--- src/rtl/gates_bist_pkg.sv ---
// gates_bist_pkg
// Shared definitions for the Gates built-in self-test sequencer:
//   state_t    - sequencer states (IDLE, APPLY, DONE)
//   NUM_VEC    - number of truth-table vectors exercised per run
//   VEC_TABLE  - {A,B} stimulus for each vector index, idx0=00 .. idx3=11
//   ERR_W      - width of the failing-vector counter (holds 0..4)
package gates_bist_pkg;

  typedef enum logic [1:0] {
    S_IDLE  = 2'd0,
    S_APPLY = 2'd1,
    S_DONE  = 2'd2
  } state_t;

  localparam int NUM_VEC = 4;
  localparam int ERR_W   = 3;

  typedef logic [ERR_W-1:0] err_t;

  // Entry i is the {A,B} pair driven while vector i is under test.
  localparam logic [NUM_VEC-1:0][1:0] VEC_TABLE = {2'b11, 2'b10, 2'b01, 2'b00};

endpackage

--- src/rtl/gates_bist_if.sv ---
// gates_bist_if
// Bundles everything between the BIST sequencer and its surroundings except
// clk/rst: the run request and result summary, plus the stimulus/response
// link to the Gates block.
//   master : the BIST sequencer (drives A/B and status, samples Gates outputs)
//   slave  : the environment (Gates block and run controller)
interface gates_bist_if;
  import gates_bist_pkg::*;

  logic               start;
  logic               A;
  logic               B;
  logic               AND_in;
  logic               OR_in;
  logic               NOT_in;
  logic               busy;
  logic               done;
  logic               pass;
  err_t               err_count;
  logic [NUM_VEC-1:0] fail_vec;

  modport master (
    input  start, AND_in, OR_in, NOT_in,
    output A, B, busy, done, pass, err_count, fail_vec
  );

  modport slave (
    output start, AND_in, OR_in, NOT_in,
    input  A, B, busy, done, pass, err_count, fail_vec
  );

endinterface

--- src/rtl/gates_ref_model.sv ---
// gates_ref_model
// Combinational expected-value generator for the Gates block.
//   A, B    : stimulus currently applied to Gates
//   exp_and : expected AND output
//   exp_or  : expected OR output
//   exp_not : expected NOT output (NOT is taken on A only)
module gates_ref_model (
  input  logic A,
  input  logic B,
  output logic exp_and,
  output logic exp_or,
  output logic exp_not
);

  assign exp_and = A & B;
  assign exp_or  = A | B;
  assign exp_not = ~A;

endmodule

--- src/rtl/gates_bist.sv ---
// gates_bist
// Self-test sequencer for the Gates block. On start it steps {A,B} through
// 00, 01, 10, 11, holding each vector HOLD_CYCLES cycles, then compares the
// Gates AND/OR/NOT outputs against the reference model in the last hold
// cycle. Failing vectors are flagged in fail_vec and counted in err_count;
// pass summarises the run once done is high.
// Ports:
//   clk             rising-edge clock
//   rst             synchronous, active-high reset
//   bus.start       one-cycle run request (ignored while busy)
//   bus.A/B         registered stimulus to Gates
//   bus.AND_in/OR_in/NOT_in  Gates responses
//   bus.busy        run in progress
//   bus.done        run finished, held until the next accepted start
//   bus.pass        1 when the finished run had no failing vectors
//   bus.err_count   number of failing vectors (0..4)
//   bus.fail_vec    bit i set when vector i failed
// Parameter HOLD_CYCLES: cycles per vector before sampling, legal 1..255.
module gates_bist
  import gates_bist_pkg::*;
#(
  parameter int HOLD_CYCLES = 4
) (
  input  logic         clk,
  input  logic         rst,
  gates_bist_if.master bus
);

  localparam logic [7:0] HOLD_LAST = 8'(HOLD_CYCLES - 1);
  localparam logic [1:0] IDX_LAST  = 2'(NUM_VEC - 1);

  state_t             state_q, state_n;
  logic [1:0]         idx_q, idx_n, idx_inc;
  logic [7:0]         hold_q, hold_n;
  logic               a_q, a_n, b_q, b_n;
  logic               busy_q, busy_n;
  logic               done_q, done_n;
  logic               pass_q, pass_n;
  err_t               err_q, err_n;
  logic [NUM_VEC-1:0] fvec_q, fvec_n;

  logic exp_and, exp_or, exp_not;
  logic vec_fail;

  gates_ref_model u_ref (
    .A       (a_q),
    .B       (b_q),
    .exp_and (exp_and),
    .exp_or  (exp_or),
    .exp_not (exp_not)
  );

  // Comparison uses the registered stimulus, which has been stable for the
  // whole hold window by the time it is sampled.
  assign vec_fail = (bus.AND_in != exp_and) |
                    (bus.OR_in  != exp_or)  |
                    (bus.NOT_in != exp_not);

  assign idx_inc = idx_q + 2'd1;

  always_comb begin
    // NOTE: every signal gets a default before the case so no path leaves it
    // unassigned; otherwise synthesis would infer a latch to hold it.
    state_n = state_q;
    idx_n   = idx_q;
    hold_n  = hold_q;
    a_n     = a_q;
    b_n     = b_q;
    busy_n  = busy_q;
    done_n  = done_q;
    pass_n  = pass_q;
    err_n   = err_q;
    fvec_n  = fvec_q;

    case (state_q)
      // DONE restarts exactly like IDLE; start during APPLY is not decoded.
      S_IDLE, S_DONE: begin
        if (bus.start) begin
          state_n    = S_APPLY;
          idx_n      = '0;
          hold_n     = '0;
          {a_n, b_n} = VEC_TABLE[0];
          busy_n     = 1'b1;
          done_n     = 1'b0;
          pass_n     = 1'b0;
          err_n      = '0;
          fvec_n     = '0;
        end
      end

      S_APPLY: begin
        hold_n = hold_q + 8'd1;
        if (hold_q == HOLD_LAST) begin
          if (vec_fail) begin
            fvec_n[idx_q] = 1'b1;
            err_n         = err_q + err_t'(1);
          end
          if (idx_q != IDX_LAST) begin
            idx_n      = idx_inc;
            {a_n, b_n} = VEC_TABLE[idx_inc];
            hold_n     = '0;
          end else begin
            // pass must include the last vector's verdict, hence err_n.
            state_n = S_DONE;
            busy_n  = 1'b0;
            done_n  = 1'b1;
            pass_n  = (err_n == '0);
          end
        end
      end

      default: state_n = S_IDLE;
    endcase
  end

  // NOTE: reset is sampled on the clock edge (synchronous); it overrides any
  // start in the same cycle and discards a partial run.
  always_ff @(posedge clk) begin
    if (rst) begin
      state_q <= S_IDLE;
      idx_q   <= '0;
      hold_q  <= '0;
      a_q     <= 1'b0;
      b_q     <= 1'b0;
      busy_q  <= 1'b0;
      done_q  <= 1'b0;
      pass_q  <= 1'b0;
      err_q   <= '0;
      fvec_q  <= '0;
    end else begin
      // NOTE: non-blocking assignments so every register updates from the
      // same pre-edge values.
      state_q <= state_n;
      idx_q   <= idx_n;
      hold_q  <= hold_n;
      a_q     <= a_n;
      b_q     <= b_n;
      busy_q  <= busy_n;
      done_q  <= done_n;
      pass_q  <= pass_n;
      err_q   <= err_n;
      fvec_q  <= fvec_n;
    end
  end

  assign bus.A         = a_q;
  assign bus.B         = b_q;
  assign bus.busy      = busy_q;
  assign bus.done      = done_q;
  assign bus.pass      = pass_q;
  assign bus.err_count = err_q;
  assign bus.fail_vec  = fvec_q;

endmodule

--- src/flat_wrapper.sv ---
// flat-port wrapper written by rule: the top's interface ports become plain ports
module gates_bist_flat import gates_bist_pkg::*;
#(
  parameter int HOLD_CYCLES = 4
)
  (clk, rst, bus_start, bus_AND_in, bus_OR_in, bus_NOT_in, bus_A, bus_B, bus_busy, bus_done, bus_pass, bus_err_count, bus_fail_vec);
  gates_bist_if bus_i ();
  input  logic clk;
  input  logic rst;
  input wire logic [$bits(bus_i.start)-1:0] bus_start;
  input wire logic [$bits(bus_i.AND_in)-1:0] bus_AND_in;
  input wire logic [$bits(bus_i.OR_in)-1:0] bus_OR_in;
  input wire logic [$bits(bus_i.NOT_in)-1:0] bus_NOT_in;
  output wire logic [$bits(bus_i.A)-1:0] bus_A;
  output wire logic [$bits(bus_i.B)-1:0] bus_B;
  output wire logic [$bits(bus_i.busy)-1:0] bus_busy;
  output wire logic [$bits(bus_i.done)-1:0] bus_done;
  output wire logic [$bits(bus_i.pass)-1:0] bus_pass;
  output wire logic [$bits(bus_i.err_count)-1:0] bus_err_count;
  output wire logic [$bits(bus_i.fail_vec)-1:0] bus_fail_vec;
  assign bus_i.start = bus_start;
  assign bus_i.AND_in = bus_AND_in;
  assign bus_i.OR_in = bus_OR_in;
  assign bus_i.NOT_in = bus_NOT_in;
  assign bus_A = bus_i.A;
  assign bus_B = bus_i.B;
  assign bus_busy = bus_i.busy;
  assign bus_done = bus_i.done;
  assign bus_pass = bus_i.pass;
  assign bus_err_count = bus_i.err_count;
  assign bus_fail_vec = bus_i.fail_vec;
  gates_bist #(.HOLD_CYCLES(HOLD_CYCLES)) u_core (.clk(clk), .rst(rst), .bus(bus_i));
endmodule
--- config.mk ---
export PLATFORM = sky130hd
export DESIGN_NAME = gates_bist_flat
export DESIGN_NICKNAME = d
export VERILOG_FILES = /design/src/rtl/gates_bist_pkg.sv /design/src/rtl/gates_bist_if.sv /design/src/rtl/gates_ref_model.sv /design/src/rtl/gates_bist.sv /design/src/flat_wrapper.sv
export SDC_FILE = /design/constraint.sdc
export NUM_CORES = 1
export LEC_CHECK = 0
export CAP_MARGIN = 15
export CORE_MARGIN = 2
export CORE_UTILIZATION = 45
export DETAILED_ROUTE_END_ITERATION = 7
export PLACE_DENSITY_LB_ADDON = 0.15
export SLEW_MARGIN = 20
export SYNTH_ARGS = -nofsm -noshare
export SYNTH_HDL_FRONTEND = slang
export SYNTH_SLANG_ARGS = --single-unit
--- constraint.sdc ---
create_clock -name clk -period 2.4 [get_ports clk]
set_clock_uncertainty 0.2 [all_clocks]
set_input_delay 0.24 -clock clk [delete_from_list [all_inputs] [get_ports clk]]
set_output_delay 0.24 -clock clk [all_outputs]
set_load 0.05 [all_outputs]
==> results_dict.tcl <==
set metrics [dict create \
    cts.sink_count 22 \
    setup_viol_count_final 0 \
    synthCells 122 \
    grt_usage_pct 19.1 \
    firstDrtPassIters 4 \
    synthesis.nets 135 \
    crit_path_max_incr_delay_ns 0.46 \
    final_common_cell "nor2_1" \
    drc 0 \
    p_sw_uw 143 \
    slew_viol_final 0 \
    seq_area_frac_synth_pct 40.0 \
    layout_common_cells "nor2_1 (21), dfxtp_1 (20), clkdlybuf4s50_1 (17), buf_4 (11), a21oi_1 (10)" \
    ios 18 \
    worstSkewPairLatency_ns 0.30 \
    routed_wl_mm 2.27 \
    port_buffers 17 \
    core_mm2 0.00225 \
    rows 17 \
    path_buf_inv 1 \
    first_iter_violations 6 \
    synth.avg_cell_area_um2 9.04 \
    cp_max_fo 6 \
    n_fill_cell 214 \
    clockBufferDepth 2 \
    diodes 0 \
    place.gp.congestion 0.806 \
    hp-class "flip-flop to flip-flop" \
    pwr-share-seq_pct 62.0 \
    p_per_area_mw_per_mm2 433 \
    fp.dieH_um 53.5 \
    hpwl_mm 1.83 \
    place_area_mm2 0.00138 \
    crit_start "u_core.hold_q[1]" \
    dp_slack_ns 0.135 \
    synth-edff-count 0 \
    p_int_uw 463 \
    status "finished, final reports clean" \
    crit_family "simple AND/OR/NAND/NOR gates" \
    worstMarginPinSlew_ns 0.493 \
    hold_viol_final 0 \
    setup_tns_ns 0 \
    ctsRootBufferMaster "clkbuf_4" \
    fp.dieW_um 53.5 \
    cp-start-kind "flip-flop" \
    ys.flop_type "dfxtp_1" \
    vias 947 \
    syn_to_final_growth_pct 27.0 \
    htree_levels 1 \
    grt_pass1_wl_mm 3.93 \
    relSlewSlack_pct 67.0 \
    cts_tree "built" \
    period_share_pct 93.2 \
    crit_type "flip-flop to flip-flop" \
    p_leak_uw 0.000541 \
    min_period_ns 2.24 \
    syn_area_mm2 0.00110 \
    synth_seq_cells 22 \
    grt_max_degree 12 \
    endpoint_kind "flip-flop" \
    fin_area_mm2 0.00140 \
    power_frac_clock_pct 26.2 \
    crit_required_ns 2.43 \
    dieArea_mm2 0.00286 \
    synthArstFlopShare_pct 0 \
    peakVddDrop_mv 0.384 \
    fin_util_pct 62.1 \
    swShare_pct 23.6 \
    first_global_vias 919 \
    cp_cell_sequence "ha_1 > or4b_4 > or3_1 > buf_4 > nor2b_4 > a22oi_1 > nor2_1" \
    start_util_pct 48.9 \
    r2r-start "u_core.hold_q[1]" \
    overflow 0 \
    postRouteAntennaNets 0 \
    synth_cell_types 33 \
    slowest_stage "or4b_4" \
    antenna_found_initial 0 \
    maxCapViolCount 0 \
    drive_above_1_share_pct 15.2 \
    fin_nets 166 \
    critPathArrivalTime_ns 2.27 \
    fmax_mhz 447 \
    cts_buffers 3 \
    wl_per_cell_um 12.7 \
    fin_cells 179 \
    viasPerCell 5.29 \
    ys_warn_count 0 \
    clk_pin_slew_ns 0.11 \
    timing.final.ws_setup_ns 0.164 \
    dp.cells 176 \
    comb_power_share_pct 11.8 \
    hp-start "u_core.bus.pass" \
    rsz0062_at_grt "no" \
]
[worst register-to-register path, stage by stage, from the launching register on]
cell and delay, ns:
dfxtp_2 0.37, ha_1 0.16, or4b_4 0.46, or3_1 0.40
buf_4 0.18, nor2b_4 0.16, a22oi_1 0.11, nor2_1 0.13
[what timing repair did]
item / 4_1_cts / 5_1_grt
hold buffers: 0 / 0
endpoints found under the setup margin: 0 / 7
gates resized for setup: 0 / 1
setup buffers: 0 / 0
endpoints found under the hold margin: 0 / 0
[worst paths after layout]
check / slack, ns / cells past startpoint / to
worst min register to register: 0.27 / 2 / u_core.bus.pass
worst max register to register: 0.16 / 7 / u_core.bus.err_count[1]
worst min-delay path: 0.27 / 2 / u_core.bus.pass
worst max-delay path: 0.16 / 7 / u_core.bus.err_count[1]
[power groups by stage]
stage	logic, uW	clock network [uW]	registers [uW]
floorplan	35.3	0	388
global placement	70.2	0	383
detailed placement	71.5	0	384
CTS	71.9	166	375
global route	78.8	177	376
finish	71.2	159	375
[state kept, by name (all words and copies together), names as in the netlist]
name / flops
u_core.bus.pass: 1
u_core.state_q: 2
u_core.idx_q: 1
u_core.hold_q: 8
u_core.bus.fail_vec: 4
u_core.bus.err_count: 3
u_core.bus.busy: 1
u_core.bus.A: 1
u_core.bus.done: 1
[cell usage after synthesis (2+ instances only)]
master | count | area (um2)
a21oi_1 | 10 | 50.1
dfxtp_1 | 22 | 440
ha_1 | 7 | 87.6
inv_1 | 2 | 7.51
nand2_1 | 7 | 26.3
nand2b_1 | 3 | 18.8
nand4_1 | 3 | 18.8
nor2_1 | 21 | 78.8
nor3_1 | 2 | 10.0
nor3b_1 | 3 | 22.5
o211ai_1 | 3 | 22.5
o21ai_1 | 5 | 25.0
o31ai_1 | 5 | 37.5
or3_1 | 3 | 18.8
xnor2_1 | 3 | 26.3
xor2_1 | 6 | 52.6
[layer usage]
metal | track usage (%) | wire length (um)
met1 | 22.4 | 1030
met2 | 33.7 | 1160
met3 | 4.52 | 68
met4 | 6.41 | 17
met5 | 0 | 0
[logic make-up after synthesis]
logic type               share of synthesized area (%)
AND/OR/NAND/NOR                                   25.7
AO/OA/AOI/OAI                                     15.0
flip-flops                                        40.0
XOR/XNOR                                          7.15
adder cells (fa/ha/maj)                           7.95
buffers and inverters                             2.38
multiplexers                                      1.93
[per-stage QoR]
stage	power (uW)	hold slack, ns
final	606	0.273
after global routing	632	0.288
after CTS	613	0.281
after detailed placement	455	0.265
after global placement	453	0.240
after floorplan	424	0.226
[cell type report]
cell class | instances | area [um2] | share of cell area (%)
flip-flops and latches | 22 | 443 | 31.6
inverters | 3 | 11.3 | 0.804
multi-input cells | 95 | 636 | 45.4
well taps | 28 | 35.0 | 2.50
repair buffers | 28 | 253 | 18.1
clock buffers | 3 | 22.5 | 1.61
Power figures use the tool's default switching activity.
